`src/rtl/ifetch_unit.sv`:
```
// Instruction fetch: owns the PC, reads the instruction memory and queues {pc, instr} toward decode.
// Latency: a fetched word is visible on id_valid one cycle after its PC is presented on imem_a.
// Backpressure: a full FIFO with no pop stalls the PC; redirects flush the FIFO regardless of id_ready.

module ifetch_fifo #(
    parameter int W     = 64,
    parameter int DEPTH = 2
) (
    input  logic         clk,
    input  logic         reset_n,
    input  logic         flush,
    input  logic         wr_vld,
    input  logic [W-1:0] wr_dat,
    output logic         wr_rdy,
    output logic         rd_vld,
    input  logic         rd_rdy,
    output logic [W-1:0] rd_dat
);
// Generic FIFO with a registered head: rd_dat is the storage cell at the read pointer.
// Latency: one cycle from write to rd_vld.
// Backpressure: wr_rdy low when full; the caller may still write when a pop occurs in the same cycle.

    localparam int AW = $clog2(DEPTH);
    localparam int CW = AW + 1;

    logic [W-1:0]  mem [DEPTH];
    logic [AW-1:0] wr_ptr, rd_ptr;
    logic [CW-1:0] count;
    logic          pop;

    assign wr_rdy = (count != CW'(DEPTH));
    assign rd_vld = (count != '0);
    assign rd_dat = mem[rd_ptr];
    assign pop    = rd_vld && rd_rdy;

    always_ff @(posedge clk) begin
        if (!reset_n) begin
            wr_ptr <= '0;
            rd_ptr <= '0;
            count  <= '0;
            for (int i = 0; i < DEPTH; i++) mem[i] <= '0;
        end else if (flush) begin
            wr_ptr <= '0;
            rd_ptr <= '0;
            count  <= '0;
        end else begin
            if (wr_vld) begin
                mem[wr_ptr] <= wr_dat;
                wr_ptr      <= wr_ptr + AW'(1);
            end
            if (pop) rd_ptr <= rd_ptr + AW'(1);
            case ({wr_vld, pop})
                2'b10:   count <= count + CW'(1);
                2'b01:   count <= count - CW'(1);
                default: count <= count;
            endcase
        end
    end

endmodule

module ifetch_unit #(
    parameter logic [31:0] RESET_PC = 32'h0000_0000,
    parameter int          IMEM_AW  = 6,
    parameter int          DEPTH    = 2
) (
    input  logic               clk,
    input  logic               reset_n,
    output logic [IMEM_AW-1:0] imem_a,
    input  logic [31:0]        imem_rd,
    input  logic               redirect_valid,
    input  logic [31:0]        redirect_pc,
    output logic               id_valid,
    input  logic               id_ready,
    output logic [31:0]        id_instr,
    output logic [31:0]        id_pc,
    output logic               fetch_fault,
    output logic [31:0]        fault_pc
);

    typedef enum logic {RUN, FAULT} state_t;

    state_t      state;
    logic [31:0] pc;
    logic        pc_legal;
    logic        fifo_rdy;
    logic        pop;
    logic        push;

    assign imem_a   = pc[IMEM_AW+1:2];
    assign pc_legal = (pc[1:0] == 2'b00) && (pc[31:IMEM_AW+2] == '0);
    assign pop      = id_valid && id_ready;
    assign push     = (state == RUN) && !redirect_valid && pc_legal && (fifo_rdy || pop);

    ifetch_fifo #(.W(64), .DEPTH(DEPTH)) u_fifo (
        .clk     (clk),
        .reset_n (reset_n),
        .flush   (redirect_valid),
        .wr_vld  (push),
        .wr_dat  ({pc, imem_rd}),
        .wr_rdy  (fifo_rdy),
        .rd_vld  (id_valid),
        .rd_rdy  (id_ready),
        .rd_dat  ({id_pc, id_instr})
    );

    // A bad redirect target re-enters RUN; the bad-PC check faults it on the next cycle.
    always_ff @(posedge clk) begin
        if (!reset_n) begin
            state       <= RUN;
            pc          <= RESET_PC;
            fetch_fault <= 1'b0;
            fault_pc    <= '0;
        end else if (redirect_valid) begin
            state       <= RUN;
            pc          <= redirect_pc;
            fetch_fault <= 1'b0;
        end else begin
            case (state)
                RUN: begin
                    if (!pc_legal) begin
                        state       <= FAULT;
                        fetch_fault <= 1'b1;
                        fault_pc    <= pc;
                    end else if (push) begin
                        pc <= pc + 32'd4;
                    end
                end
                default: state <= FAULT;
            endcase
        end
    end

endmodule

```
`config.mk`:
```
export PLATFORM = sky130hd
export DESIGN_NAME = ifetch_unit
export DESIGN_NICKNAME = d
export VERILOG_FILES = /design/src/rtl/ifetch_unit.sv
export SDC_FILE = /design/constraint.sdc
export NUM_CORES = 1
export LEC_CHECK = 0
export CAP_MARGIN = 30
export CORE_MARGIN = 1.5
export CORE_UTILIZATION = 45
export CTS_CLUSTER_DIAMETER = 60
export DETAILED_ROUTE_END_ITERATION = 7
export GPL_TIMING_DRIVEN = 0
export PLACE_DENSITY_LB_ADDON = 0.2
export SLEW_MARGIN = 20
export SYNTH_ARGS = -nofsm -noshare
export SYNTH_HDL_FRONTEND = slang
export SYNTH_SLANG_ARGS = --single-unit
```
`constraint.sdc`:
```
create_clock -name clk -period 7.5 [get_ports clk]
set_input_delay 1.875 -clock clk [delete_from_list [all_inputs] [get_ports clk]]
set_output_delay 1.875 -clock clk [all_outputs]
set_load 0.01 [all_outputs]
```
==> results of run 1 <==
[per-layer routing]
layer  track usage  share of wire  vias to the layer above
met5             0              0                        -
met4       0.06433          0.015                        0
met1        0.2222           0.41                     2611
met2        0.3406           0.51                      168
met3       0.05259          0.068                       26
li1              -              -                     2601
[how the worst min path moves through the flow]
stage | start | end | depth (start not counted) | slack, ps
final | fault_pc[0] | fault_pc[0] | 2 | 480
after CTS | fault_pc[24] | fault_pc[24] | 2 | 480
after floorplan | pc[27] | fault_pc[27] | 2 | 450
after detailed placement | fault_pc[24] | fault_pc[24] | 2 | 470
after global routing | fault_pc[0] | fault_pc[0] | 2 | 500
after global placement | fetch_fault | fetch_fault | 1 | 460
[logic make-up after synthesis]
logic type,after synthesis
other,1
buffers and inverters,47
and+or+nand+nor,207
DFF,199
xor gates and xnor gates,5
AOI/OAI and AO/OA,58
muxes,91
adders and majority gates,1
[per-stage QoR]
step | setup TNS (ps) | std cells | power (mW)
2_1_floorplan | 0 | 660 | 1.352
3_3_place_gp | -39920 | 1054 | 1.463
3_5_place_dp | 0 | 1058 | 1.475
4_1_cts | 0 | 1090 | 2.343
5_1_grt | 0 | 1090 | 2.402
6_report | 0 | 1090 | 2.330
[state kept, by name, indices dropped and copies added, names as in the netlist, named ones only]
name	flops
fault_pc	32
fetch_fault	1
pc	32
state	1
u_fifo.count	2
u_fifo.mem	128
u_fifo.rd_ptr	1
u_fifo.wr_ptr	1
[worst max-delay path: stages, from the launching register on]
cell and delay (ps):
dfxtp_1 310, clkbuf_1 460, clkbuf_1 500, mux2_2 400
clkdlybuf4s50_1 510
[final cells by class]
cell class / instances / area [µm²]
fill: 1365 / 6469
sequential: 199 / 5265
multi-input combinational: 414 / 2796
timing repair buffer: 173 / 1802
clock buffer: 17 / 425.4
tap: 225 / 281.5
buffer: 44 / 225.2
clock inverter: 15 / 141.4
inverter: 3 / 11.26
[power groups by stage]
stage	combinational, mW	clock, mW	sequential, mW
floorplan	0.0932	0	1.26
global placement	0.200	0	1.26
detailed placement	0.213	0	1.26
CTS	0.214	0.891	1.24
global route	0.229	0.931	1.24
finish	0.213	0.880	1.24
[placed cells by master, fill, tap and decap left out, types with 2 or more instances in the layout]
master and instances:
clkdlybuf4s50_1 169, edfxtp_1 128, and2_1 78, dfxtp_1 71
mux2_2 64, conb_1 52, o21ai_0 40, nand2_1 38
nand3_1 33, clkbuf_1 27, mux2i_1 27, nor2b_1 26
clkbuf_16 17, buf_4 8, a21oi_1 8, nor2_1 7
nor3_1 7, clkinvlp_4 6, xnor2_1 4, clkbuf_2 4
inv_6 4, buf_16 4, inv_1 3, nor4_1 3
nand4_1 3, buf_6 3, nor4_4 2, nor3b_4 2
and3_1 2, a31oi_1 2, buf_2 2, inv_8 2
==> run_results.csv, run 1 <==
group,metric,value,unit
timing,layout_setup_ws,3025,ps
final_layout,drive_above_1_share,0.1480,
power_and_ir_drop,clock_power_share,0.378,
final_layout,diodes,0,
synth,yosys.area.top_type,"edfxtp_1",
clock_tree,cts.repair.resized,0,
clock_tree,clock-sinks,199,
power_and_ir_drop,leakage,4.036,nW
synth,yosysMostFrequentCell,"edfxtp_1",
clock_tree,clk-insertion-delay-late,420,ps
global_routing,grt_usage,0.1915,
global_routing,grt_pass1_vias,5524,
synth,synthFlopType,"edfxtp_1",
synth,synth-edff-count,128,
placement,post_dp_cell_area,10380,µm²
route,antenna_left,0,
die,die_area,18790,µm²
outcome,status,"complete, no violations",
setup_path,endpoint,"id_pc[8]",
final_layout,area_growth,35.37,%
synth,synth-warning-count,0,
synth,synth_area_per_cell,13.28,µm²
synth,yosys.area_share.simple,0.1502,
global_routing,grt_max_degree,45,
die,die_w,137.1,µm
timing,skew,8.834,ps
synth,synth_top_area_frac,0.4752,
route,num_vias,5406,
timing,worst_slew_pin_slew,775.3,ps
power_and_ir_drop,p_seq_frac,0.531,
timing,slew_headroom,0.4831,
setup_path,r2r_cells,8,
placement,hpwl,12930,µm
route,wirelength,18040,µm
clock_tree,hold_buffers,0,
setup_path,critical_path.reg2reg.startpoint,"pc[24]",
timing,finalSetupViolations,0,
setup_path,worstPathMaxFanout,10,
synth,synth_xor_area_frac,0.005415,
clock_tree,htreeDepth,4,
synth,synth_commonest_cells,"edfxtp_1, and2_1, dfxtp_1, mux2_2, o21ai_0",
die,floorplan.initialDensity,0.4644,
clock_tree,root_buffer,"clkbuf_16",
final_layout,fin_util,0.6286,
synth,synth_area,8088,µm²
placement,port_buffers,169,
power_and_ir_drop,swShare,0.2308,
clock_tree,clk_pin_slew,70,ps
synth,synthAdderAreaFrac,0.001547,
min_path,hold_path.class,"flop to flop",
die,die_h,137.1,µm
setup_path,cp.arrival,2600,ps
clock_tree,cts_buffers,17,
setup_path,r2r_slack,4410,ps
synth,synth_mux_area_frac,0.1225,
route,dr.pass1.iters,4,
global_routing,grt-ovfl-total,0,
setup_path,end_kind,"primary output",
synth,synth_top_family_by_area,"simple AND/OR/NAND/NOR gates",
timing,finalCritPeriodShare,0.5967,
die,row_count,48,
final_layout,stdcell_area,10950,µm²
timing,maxSlewViolCount,0,
global_routing,antenna_found_initial,0,
route,wire_per_inst,16.55,µm
synth,ys_top_cells_by_area,"edfxtp_1, dfxtp_1, mux2_2, and2_1, mux2i_1",
route,drc,0,
synth,synthCells,609,
timing,hold_viol,0,
final_layout,nNetsFinal,921,
power_and_ir_drop,p_int,1.793,mW
synth,synthArstFlopShare,0,
power_and_ir_drop,netSwitchingPower,0.5377,mW
timing,fin_crit,4476,ps
synth,yosysSeqAreaShare,0.6510,
placement,gp_congestion,0.7973,
power_and_ir_drop,combPwrFrac,0.091,
setup_path,startpoint_type,"flop",
timing,rsz0062_at_grt,"no",
power_and_ir_drop,worst_ir_drop_vdd,160.1,µV
power_and_ir_drop,powerDensity,212.8,nW/µm²
synth,synth_compound_area_frac,0.03960,
synth,yosysUniqueCellTypes,41,
job,maxCapViolCount,0,
route,drt_iter0_markers,363,
placement,pre_cts_slack,2906,ps
die,core,17420,µm²
clock_tree,cts_tree,"yes",
setup_path,critical_path_class,"flop to primary output",
die,io_pins,172,
clock_tree,cts_max_path_buffers,2,
setup_path,crit_required,5620,ps
clock_tree,post-cts-setup-buffers,0,
timing,hold_ws,479.0,ps
route,viasPerCell,4.960,
setup_path,r2r-end,"u_fifo.mem[1][2]",
synth,synth_seq_cells,199,
timing,fmax,0.2234,GHz
global_routing,grt_pass1_wl,27300,µm
Note: power is estimated with default switching activity, not from simulation.
==> run 2: changes to the inputs <==
==> constraint.sdc (replaced) <==
create_clock -name clk -period 4.4 [get_ports clk]
set_input_delay 1.1 -clock clk [delete_from_list [all_inputs] [get_ports clk]]
set_output_delay 1.1 -clock clk [all_outputs]
set_load 0.01 [all_outputs]
==> run_results.csv, run 2 (same netlist as run 1, synthesis figures left out) <==
group,metric,value,unit
outcome,status,"complete, no violations",
global_routing,grt-ovfl-total,0,
clock_tree,clk-insertion-delay-late,430,ps
die,core,17420,µm²
final_layout,diodes,0,
route,drc,0,
min_path,hold_path.class,"flop to flop",
placement,hpwl,12600,µm
die,floorplan.initialDensity,0.4644,
power_and_ir_drop,powerDensity,365.1,nW/µm²
placement,port_buffers,169,
job,maxCapViolCount,0,
power_and_ir_drop,power,4.004,mW
final_layout,mostFrequentLayoutCell,"clkdlybuf4s50_1",
clock_tree,cts_max_path_buffers,2,
power_and_ir_drop,worst_ir_drop_vdd,285.8,µV
final_layout,largest_reg_flops,128,
timing,fmax,0.2654,GHz
die,row_count,48,
power_and_ir_drop,leakage,4.059,nW
clock_tree,cts_tree,"yes",
placement,post-place-cells,1058,
route,antenna_left,0,
clock_tree,clk_pin_slew,80,ps
final_layout,drive_above_1_share,0.1491,
placement,gp_congestion,0.8373,
global_routing,grt_usage,0.1926,
final_layout,most-common-layout-cells,"clkdlybuf4s50_1, edfxtp_1, and2_1",
die,io_pins,172,
final_layout,top_register,"u_fifo.mem",
setup_path,startpoint_type,"flop",
die,die_area,18790,µm²
timing,slew_headroom,0.4960,
setup_path,worstPathMaxFanout,10,
route,viasPerCell,4.904,
route,wire_per_inst,16.26,µm
setup_path,end_kind,"primary output",
final_layout,reg.largest.list,"u_fifo.mem x128, fault_pc x32, pc x32",
setup_path,crit_required,3300,ps
die,die_w,137.1,µm
timing,finalCritPeriodShare,0.8562,
clock_tree,root_buffer,"clkbuf_16",
timing,worst_slew_pin_slew,756.0,ps
clock_tree,post-cts-setup-buffers,0,
route,num_vias,5345,
final_layout,nNetsFinal,921,
clock_tree,clock-sinks,199,
die,die_h,137.1,µm
clock_tree,cts_buffers,17,
timing,skew,9.765,ps
final_layout,area_growth,35.60,%
clock_tree,cts.repair.resized,0,
route,drt_iter0_markers,331,
clock_tree,hold_buffers,0,
global_routing,grt_max_degree,45,
timing,fin_crit,3767,ps
timing,hold_viol,0,
route,dr.pass1.iters,4,
timing,rsz0062_at_grt,"no",
route,wirelength,17720,µm
global_routing,grt_pass1_wl,27440,µm
clock_tree,htreeDepth,4,
global_routing,grt_pass1_vias,5409,
setup_path,cp.arrival,2670,ps
timing,finalSetupViolations,0,
global_routing,antenna_found_initial,0,
setup_path,critical_path_class,"flop to primary output",
final_layout,fin_cells,1090,
timing,finalSetupTns,0,ps
timing,maxSlewViolCount,0,
## run 2: worst max-delay path: stages (launching register included)
cell,delay (ps)
dfxtp_1,310
clkbuf_1,510
clkbuf_1,510
mux2_2,400
clkdlybuf4s50_1,530
## run 2: routing by layer
metal  GRT usage  routed length [µm]  up-vias
met5           0                   0        -
met4     0.05789                 172        0
li1            -                   -     2606
met3     0.06111                1231       16
met2      0.3417                9049      154
met1      0.2220                7269     2569
## run 2: stage by stage
stage	utilization	hold slack, ps	cell area (µm²)	setup slack [ps]
6_report	0.6297	472.2	10970	632.8
5_1_grt	0.6297	492.4	10970	435.9
4_1_cts	0.6297	479.3	10970	565.3
3_5_place_dp	0.5960	460.8	10380	594.4
3_3_place_gp	0.5889	454.8	10260	-1288
2_1_floorplan	-	448.1	8283	448.0
## run 2: layout make-up
| type | count | area, µm² |
|---|---|---|
| clock inverters | 15 | 160.2 |
| plain buffers | 44 | 225.2 |
| multi-input cells | 414 | 2796 |
| fillers | 1359 | 6450 |
| flip-flops and latches | 199 | 5265 |
| clock buffers | 17 | 425.4 |
| well taps | 225 | 281.5 |
| repair buffers | 173 | 1802 |
| inverters | 3 | 11.26 |
## run 2: where the power goes
group          internal, mW  switching, mW  total (mW)  leakage [nW]
Clock                 0.806          0.729        1.54         0.282
Combinational         0.196          0.165       0.361          1.90
Sequential             2.07         0.0409        2.11          1.88
Total                  3.07          0.935        4.00          4.06
## run 2: worst paths after layout
path	startpoint	endpoint	slack, ps	depth (start not counted)
max reg2reg	pc[18]	u_fifo.mem[1][5]	1360	8
min reg2reg	fault_pc[27]	fault_pc[27]	470	2
min	fault_pc[27]	fault_pc[27]	470	2
max	flop	id_pc[3]	630	4
